==> src/rtl/rc_add_sub_seq.sv <==
// rc_add_sub_seq: multi-cycle slice-serial adder/subtractor.
// One SLICE-bit chunk per clock, carry held in a flop between chunks.
module rc_add_sub_seq #(
  parameter int WIDTH = 32,
  parameter int SLICE = 8
) (
  input  logic             CLK,
  input  logic             RST,
  input  logic             START,
  input  logic [WIDTH-1:0] A,
  input  logic [WIDTH-1:0] B,
  input  logic             SnA,
  output logic [WIDTH-1:0] Y,
  output logic             CO,
  output logic             OV,
  output logic             ZERO,
  output logic             BUSY,
  output logic             DONE
);

  localparam int NSLICE = WIDTH / SLICE;
  localparam int KW = (NSLICE > 1) ? $clog2(NSLICE) : 1;
  localparam logic [KW-1:0] KLAST = KW'(NSLICE - 1);

  if ((SLICE < 1) || (SLICE > WIDTH) ||
      ((WIDTH % SLICE) != 0)) begin : g_bad_param
    $error("rc_add_sub_seq: WIDTH must be a multiple of SLICE");
  end

  typedef enum logic {
    S_IDLE,
    S_RUN
  } state_e;

  state_e           state_q, state_d;
  logic [WIDTH-1:0] a_q, a_d;
  logic [WIDTH-1:0] bx_q, bx_d;
  logic [WIDTH-1:0] acc_q, acc_d;
  logic             carry_q, carry_d;
  logic [KW-1:0]    k_q, k_d;
  logic [WIDTH-1:0] y_q, y_d;
  logic             co_q, co_d;
  logic             ov_q, ov_d;
  logic             zero_q, zero_d;
  logic             busy_q, busy_d;
  logic             done_q, done_d;

  logic [SLICE-1:0] a_sl;
  logic [SLICE-1:0] b_sl;
  logic [SLICE:0]   sum_ext;
  logic [WIDTH-1:0] acc_nx;

  // Pick slice k of both operands, add with the stored carry,
  // and merge the slice sum into the accumulator.
  always_comb begin
    a_sl   = '0;
    b_sl   = '0;
    acc_nx = acc_q;
    for (int i = 0; i < NSLICE; i++) begin
      if (k_q == KW'(i)) begin
        a_sl = a_q[i*SLICE +: SLICE];
        b_sl = bx_q[i*SLICE +: SLICE];
      end
    end
    sum_ext = {1'b0, a_sl} + {1'b0, b_sl} +
              {{SLICE{1'b0}}, carry_q};
    for (int i = 0; i < NSLICE; i++) begin
      if (k_q == KW'(i)) begin
        acc_nx[i*SLICE +: SLICE] = sum_ext[SLICE-1:0];
      end
    end
  end

  // Sequencer: accept in IDLE, step slices in RUN, publish at the end.
  always_comb begin
    state_d = state_q;
    a_d     = a_q;
    bx_d    = bx_q;
    acc_d   = acc_q;
    carry_d = carry_q;
    k_d     = k_q;
    y_d     = y_q;
    co_d    = co_q;
    ov_d    = ov_q;
    zero_d  = zero_q;
    busy_d  = busy_q;
    done_d  = 1'b0;
    unique case (state_q)
      S_IDLE: begin
        if (START) begin
          a_d     = A;
          bx_d    = B ^ {WIDTH{SnA}};
          acc_d   = '0;
          carry_d = SnA;
          k_d     = '0;
          busy_d  = 1'b1;
          state_d = S_RUN;
        end
      end
      S_RUN: begin
        acc_d   = acc_nx;
        carry_d = sum_ext[SLICE];
        k_d     = k_q + 1'b1;
        if (k_q == KLAST) begin
          y_d     = acc_nx;
          co_d    = sum_ext[SLICE];
          ov_d    = (a_q[WIDTH-1] == bx_q[WIDTH-1]) &
                    (acc_nx[WIDTH-1] != a_q[WIDTH-1]);
          zero_d  = (acc_nx == '0);
          done_d  = 1'b1;
          busy_d  = 1'b0;
          k_d     = '0;
          state_d = S_IDLE;
        end
      end
      default: state_d = S_IDLE;
    endcase
  end

  // State register; reset wins over any request on the same edge.
  always_ff @(posedge CLK) begin
    if (RST) begin
      state_q <= S_IDLE;
      a_q     <= '0;
      bx_q    <= '0;
      acc_q   <= '0;
      carry_q <= 1'b0;
      k_q     <= '0;
      y_q     <= '0;
      co_q    <= 1'b0;
      ov_q    <= 1'b0;
      zero_q  <= 1'b0;
      busy_q  <= 1'b0;
      done_q  <= 1'b0;
    end else begin
      state_q <= state_d;
      a_q     <= a_d;
      bx_q    <= bx_d;
      acc_q   <= acc_d;
      carry_q <= carry_d;
      k_q     <= k_d;
      y_q     <= y_d;
      co_q    <= co_d;
      ov_q    <= ov_d;
      zero_q  <= zero_d;
      busy_q  <= busy_d;
      done_q  <= done_d;
    end
  end

  assign Y    = y_q;
  assign CO   = co_q;
  assign OV   = ov_q;
  assign ZERO = zero_q;
  assign BUSY = busy_q;
  assign DONE = done_q;

endmodule
==> config.mk <==
export PLATFORM = sky130hd
export DESIGN_NAME = rc_add_sub_seq
export DESIGN_NICKNAME = d
export VERILOG_FILES = /design/src/rtl/rc_add_sub_seq.sv
export SDC_FILE = /design/constraint.sdc
export NUM_CORES = 1
export LEC_CHECK = 0
export CAP_MARGIN = 20
export CORE_MARGIN = 5
export CORE_UTILIZATION = 48
export CTS_BUF_LIST = sky130_fd_sc_hd__clkbuf_16
export CTS_CLUSTER_DIAMETER = 40
export DETAILED_ROUTE_END_ITERATION = 8
export PLACE_DENSITY = 0.76
export SLEW_MARGIN = 10
export SYNTH_ARGS = -nofsm -noshare
export SYNTH_HDL_FRONTEND = slang
export SYNTH_SLANG_ARGS = --single-unit
==> constraint.sdc <==
create_clock -name CLK -period 3.8 [get_ports CLK]
set_input_delay 1.14 -clock CLK [delete_from_list [all_inputs] [get_ports CLK]]
set_output_delay 1.14 -clock CLK [all_outputs]
set_load 0.03 [all_outputs]
==> results of run 1 <==
-- per-stage QoR --
| step | worst slack, ns | instances |
|---|---|---|
| global placement | 0.3284 | 982 |
| detailed placement | 0.2251 | 982 |
| global route | 0.06568 | 1014 |
| CTS | 0.1920 | 1014 |
| floorplan | 0.2329 | 758 |
| finish | 0.3445 | 1014 |
-- cells by family (layout without fill, tap and decap cells) --
group	count (synthesis)	after routing
XOR/XNOR	36	36
multiplexers	19	19
adder cells (fa/ha/maj)	13	13
AO/OA/AOI/OAI	221	221
buffers and inverters	73	157
AND/OR/NAND/NOR	265	265
flip-flops	131	131
-- cells in the mapped netlist, types with 6 or more instances --
cell type,number
xnor2_1,34
a211oi_1,46
a32oi_1,10
mux2i_1,19
nand2_1,120
o21ai_0,27
nor3_1,7
ha_1,11
buf_1,13
buf_2,13
dfxtp_1,131
a21oi_1,98
nor2_1,114
a22oi_1,16
clkbuf_1,38
inv_1,6
-- power by group --
group | switching [mW] | internal [mW]
Sequential | 0.0386 | 1.44
Combinational | 0.334 | 0.237
Clock | 0.589 | 1.15
-- per-layer routing --
metal / track usage / vias up
li1: - / 2769
met1: 0.2878 / 2517
met2: 0.3464 / 203
met3: 0.05161 / 22
met4: 0.07418 / 0
met5: 0 / -
-- registers in the layout, summed over array words and instances (netlist names) --
register  count
Y            32
a_q          32
bx_q         32
acc_q        26
k_q           2
BUSY          1
CO            1
DONE          1
OV            1
ZERO          1
carry_q       1
state_q       1
-- tightest hold or removal path, cell delays in order, from the launching register on --
cell	delay (ns)
dfxtp_1	0.30
nand2_1	0.05
a21oi_1	0.05
-- what timing repair did --
item,CTS,global route
buffers inserted,0,0
setup endpoints to repair,0,7
gates resized for setup,0,2
-- worst paths after layout --
| path | endpoint | slack [ns] |
|---|---|---|
| max | ZERO | 0.34 |
| min | Y[29] | 0.45 |
| max reg2reg | ZERO | 0.34 |
| min reg2reg | Y[29] | 0.45 |
-- final cells by class --
| cell class | count | area share |
|---|---|---|
| clock buffers | 17 | 0.05429 |
| clock inverters | 15 | 0.02523 |
| inverters | 7 | 0.003353 |
| multi-input cells | 554 | 0.4081 |
| flip-flops and latches | 131 | 0.3347 |
| well taps | 172 | 0.02746 |
| repair buffers | 118 | 0.1469 |
-- cell usage in the layout (no fill, tap or decap), types with 3 or more instances in the layout --
cell | netlist | layout
dfxtp_1 | 131 | 131
nand2_1 | 120 | 120
nor2_1 | 114 | 114
clkdlybuf4s50_1 | 0 | 102
a21oi_1 | 98 | 98
a211oi_1 | 46 | 46
xnor2_1 | 34 | 34
o21ai_0 | 27 | 27
mux2i_1 | 19 | 19
clkbuf_16 | 0 | 17
a22oi_1 | 16 | 16
buf_4 | 1 | 14
a32oi_1 | 10 | 10
inv_1 | 6 | 9
ha_1 | 11 | 8
nor3_1 | 7 | 7
bufinv_16 | 0 | 5
nand2b_1 | 4 | 4
and2_1 | 4 | 4
clkinv_1 | 0 | 4
a21o_1 | 3 | 3
nor2b_1 | 4 | 3
o2111ai_1 | 3 | 3
o211ai_1 | 3 | 3
nor4_1 | 3 | 3
ha_2 | 0 | 3
==> flow_summary.yaml, run 1 <==
clock_network:
  insertion_delay_ns: 0.42
  clock_sinks: 131
  cts_buffers: 17
  htree_levels: 4
  clockBufferDepth: 2
  cts_hold_buf: 0
  root_buffer: "clkbuf_16"
  clkTransAtPathRegs_ns: 0.06
  cts_tree: "built"
critical_path:
  r2r-start: "k_q[0]"
  reg2reg_depth: 14
  max_stage_delay_ns: 0.66
  worstSetupStartpointType: "flip-flop"
  path_buf_inv: 1
  worstPathArrival_ns: 3.81
  cp-startpoint: "k_q[0]"
  critPathSlowestCell: "fa_1"
  cp_num_cells: 14
  path_cells: "inv_1 -> ha_2 -> nand2_1 -> nor2_1 -> a21oi_1 -> o21ai_0 -> mux2i_1 -> fa_1 -> fa_1 -> o2111ai_1 -> a2111oi_2 -> o2111ai_1 -> a21oi_1 -> a22o_1"
  crit_family: "adder cells"
  crit_fanout: 10
  required_ns: 4.16
  critPathCaptureType: "flip-flop"
  worst-setup-path-type: "reg -> reg"
timing:
  drv_slew: 0
  maxSlewHeadroom: 0.4279
  clock_skew_ns: 0.01015
  fmax_ghz: 0.2894
  setup_violations: 0
  post-route-period-util: 0.9093
  post-route-min-period_ns: 3.455
  holdWs_ns: 0.4529
  fin_tns_setup_ns: 0
  final_hold_viol_count: 0
  worstMarginPinSlew_ns: 0.8581
  rsz0062_at_grt: "false"
power:
  p_leak_nw: 2.861
  power_mw: 3.782
  ir_drop_uv: 322.0
  power_density_nw_per_um2: 482.7
route:
  wl_met1_mm: 7.002
  drt-total-wl_mm: 15.77
  wl_met3_mm: 1.056
  vias: 5511
  viasPerCell: 5.435
  drtAntennaViolNets: 0
  drt-initial-drc-count: 574
  routed-wl-met2_mm: 7.416
  dr.pass1.iters: 5
  wl_per_cell_um: 15.55
  routed.top_layer: "met4"
  drc: 0
yosys:
  ys_ff_latch: 131
  synth_top_cell_by_area: "dfxtp_1"
  yosysTopAreaCellShare: 0.4299
  muxShareOfSynthArea: 0.03118
  synth-simple-area-share: 0.1809
  synth-compound-area-share: 0.2265
  yosysWarningCount: 0
  synth_top_family_by_area: "compound AO/OA/AOI/OAI gates"
  synthTopCellsByArea: "dfxtp_1, a21oi_1, nand2_1, nor2_1, a211oi_1"
  synthFlopType: "dfxtp_1"
  synthesis.area_um2: 6100
  ys_types: 49
  synth_nets: 839
  synth_xor_xnor_area_share: 0.05292
  seq_area_frac_synth: 0.4299
  synthAdderAreaFrac: 0.02913
  syn_area_per_cell_um2: 8.047
  synth_cells: 758
  synth-edff-count: 0
  synthArstFlopShare: 0
global_route:
  grt_max_degree: 96
  antenna_found_initial: 0
  grt_pass1_wl_mm: 26.04
  grt_pass1_vias: 5307
  grt.overflow.total: 0
  grt_usage: 0.2169
status:
  status: "complete, no violations"
run:
  maxCapViolations: 0
layout:
  multi_input_area_um2: 3198
  stdcell_area_um2: 7836
  diodes: 0
  fillCellCount: 1156
  regArea_um2: 2623
  syn2layout_area_growth_pct: 28.47
  post-route-util: 0.6261
  drive_gt1_frac: 0.06770
  fin_nets: 910
placement:
  io_buffers: 104
  dpl.hpwl_mm: 11.05
  place.gp.congestion: 0.9329
  place_area_um2: 7203
floorplanning:
  coreArea_um2: 12520
  num_rows: 41
  die_area_um2: 15060
  die_w_um: 122.7
  boundaryPins: 105
  initial_utilization: 0.4873
  die_height_um: 122.7
min_path:
  hold_start: "Y[29]"
  hold_class: "reg -> reg"
  hold_path_depth: 2
Note: power is estimated with default switching activity, not from simulation.
==> inputs of run 2 (changes only) <==
- CORE_UTILIZATION: 48 -> 53
- PLACE_DENSITY: 0.76 -> 0.9
- clock period: 3.8 -> 3.4 ns (I/O delays scaled with it)
==> run 2 against run 1 <==
Effect of this change: via count increased by 5.3%; clock power increased by 8%; cell area increased by 1.1%; sequential power increased by 12%; largest cell class unchanged; critical path type unchanged; fmax increased by 2.2%.
==> flow_summary.yaml, run 2 (same netlist as run 1, synthesis figures left out) <==
status:
  status: "complete, no violations"
timing:
  worstMarginPinSlew_ns: 0.8760
  maxSlewHeadroom: 0.4160
  clock_skew_ns: 0.009473
  setup_violations: 0
  fmax_ghz: 0.2959
  post-route-min-period_ns: 3.380
  final_hold_viol_count: 0
  post-route-period-util: 0.9940
  drv_slew: 0
  setup_ws_ns: 0.02028
clock_network:
  clkTransAtPathRegs_ns: 0.06
  htree_levels: 4
  clockBufferDepth: 2
  insertion_delay_ns: 0.42
  clock_sinks: 131
  cts_tree: "built"
  root_buffer: "clkbuf_16"
  cts_buffers: 17
global_route:
  grt_pass1_wl_mm: 25.94
  grt.overflow.total: 0
  use_met3: 0.05758
  top_usage_layer: "met2"
  grtUsageMet2: 0.3888
  grt_max_degree: 119
  grt_usage: 0.2424
  grtUsageMet1: 0.3055
  grt_pass1_vias: 5325
  antenna_found_initial: 0
critical_path:
  worst-setup-path-type: "reg -> reg"
  worstSetupStartpointType: "flip-flop"
  worstPathArrival_ns: 3.74
  max_stage_delay_ns: 0.60
  critPathSlowestCell: "fa_2"
  rr_endpoint: "ZERO"
  crit_fanout: 4
  critPathCaptureType: "flip-flop"
  rrSetupSlack_ns: 0.02
  required_ns: 3.76
  r2r-start: "k_q[1]"
  crit_family: "compound AO/OA/AOI/OAI gates"
  path_buf_inv: 2
  reg2reg_depth: 15
  path_cells: "inv_2 -> ha_4 -> nand2_1 -> nor2_1 -> a21oi_1 -> o21ai_0 -> mux2i_1 -> fa_2 -> fa_2 -> buf_6 -> a32oi_1 -> a2111oi_2 -> o2111ai_1 -> a21oi_1 -> a22o_1"
layout:
  drive_gt1_frac: 0.09624
  final_cells: 995
  fin_nets: 920
  diodes: 0
  post-route-util: 0.6968
  stdcell_area_um2: 7923
  syn2layout_area_growth_pct: 29.89
  final_cell_mix: "dfxtp_1, nand2_1, nor2_1, clkdlybuf4s50_1, a21oi_1"
  final_common_cell: "dfxtp_1"
placement:
  dpl.hpwl_mm: 10.93
  io_buffers: 104
  place.gp.congestion: 0.9342
  placed_cells: 959
  place_area_um2: 7224
  pre_cts_slack_ns: 0.1173
route:
  drtAntennaViolNets: 0
  wl_per_cell_um: 16.58
  viasPerCell: 5.831
  drc: 0
  drt-total-wl_mm: 16.50
  vias: 5802
  drt-initial-drc-count: 655
  dr.pass1.iters: 6
power:
  power_mw: 4.203
  power_density_nw_per_um2: 530.5
  p_leak_nw: 2.909
  ir_drop_uv: 270.1
floorplanning:
  die_area_um2: 13750
  coreArea_um2: 11370
  num_rows: 39
  die_w_um: 117.3
  boundaryPins: 105
  die_height_um: 117.3
  initial_utilization: 0.5365
min_path:
  hold_start: "Y[1]"
  hold_path_depth: 2
  worstHoldEndpoint: "Y[1]"
  hold_class: "reg -> reg"
run:
  maxCapViolations: 0
==> run 2: cell count changes in the layout (fill, tap and decap cells not counted), sizes merged <==
cell / change
buf: +10
bufinv: -2
clkinvlp: +2
clkinv: +1
inv: -1
==> run 2: where the power goes <==
part | switching (mW) | leakage [nW] | internal [mW]
clock | 0.704 | 0.287 | 1.16
combinational | 0.388 | 1.55 | 0.294
sequential | 0.0537 | 1.07 | 1.61
==> run 2: timing repair <==
action	in CTS	in global routing
hold buffers	0	0
gates resized for setup	0	17
endpoints found under the setup margin	0	19
setup buffers	0	4
==> run 2: how the worst max path moves through the flow <==
stage | startpoint | end | slack, ns | cells after the start
after global placement | k_q[0] | acc_q[11] | 0.32 | 15
after detailed placement | k_q[0] | ZERO | 0.12 | 15
after CTS | k_q[0] | ZERO | 0.15 | 15
after floorplan | k_q[0] | ZERO | 0.02 | 15
after global routing | k_q[0] | ZERO | -0.10 | 15
final | k_q[1] | ZERO | 0.02 | 15
==> run 2: final cells by class <==
type	instances	area [µm²]
Clock buffer	17	425.4
Clock inverter	15	182.7
Inverter	7	26.28
Timing Repair Buffer	128	1254
Fill cell	797	3447
Tap cell	143	178.9
Multi-Input combinational cell	554	3231
Sequential cell	131	2625
==> run 2: per-stage QoR <==
step	setup TNS (ns)	hold slack, ns
after global routing	-0.1032	0.4753
after floorplan	0	0.4360
after global placement	0	0.4388
final	0	0.4569
after detailed placement	0	0.4478
after CTS	0	0.4558
==> run 2: worst register-to-register path: cells and delay by family, from the launching register on <==
family	cells	cell delay, ns
AO/OA/AOI/OAI	7	1.25
adder cells (fa/ha/maj)	3	1.17
buffers and inverters	2	0.21
flip-flops	1	0.33
multiplexers	1	0.16
AND/OR/NAND/NOR	2	0.19
==> run 2: layer usage <==
layer	up-vias	wire, µm
met5	-	0
met4	0	701
met3	66	1554
met2	345	7701
met1	2600	6538
li1	2791	-
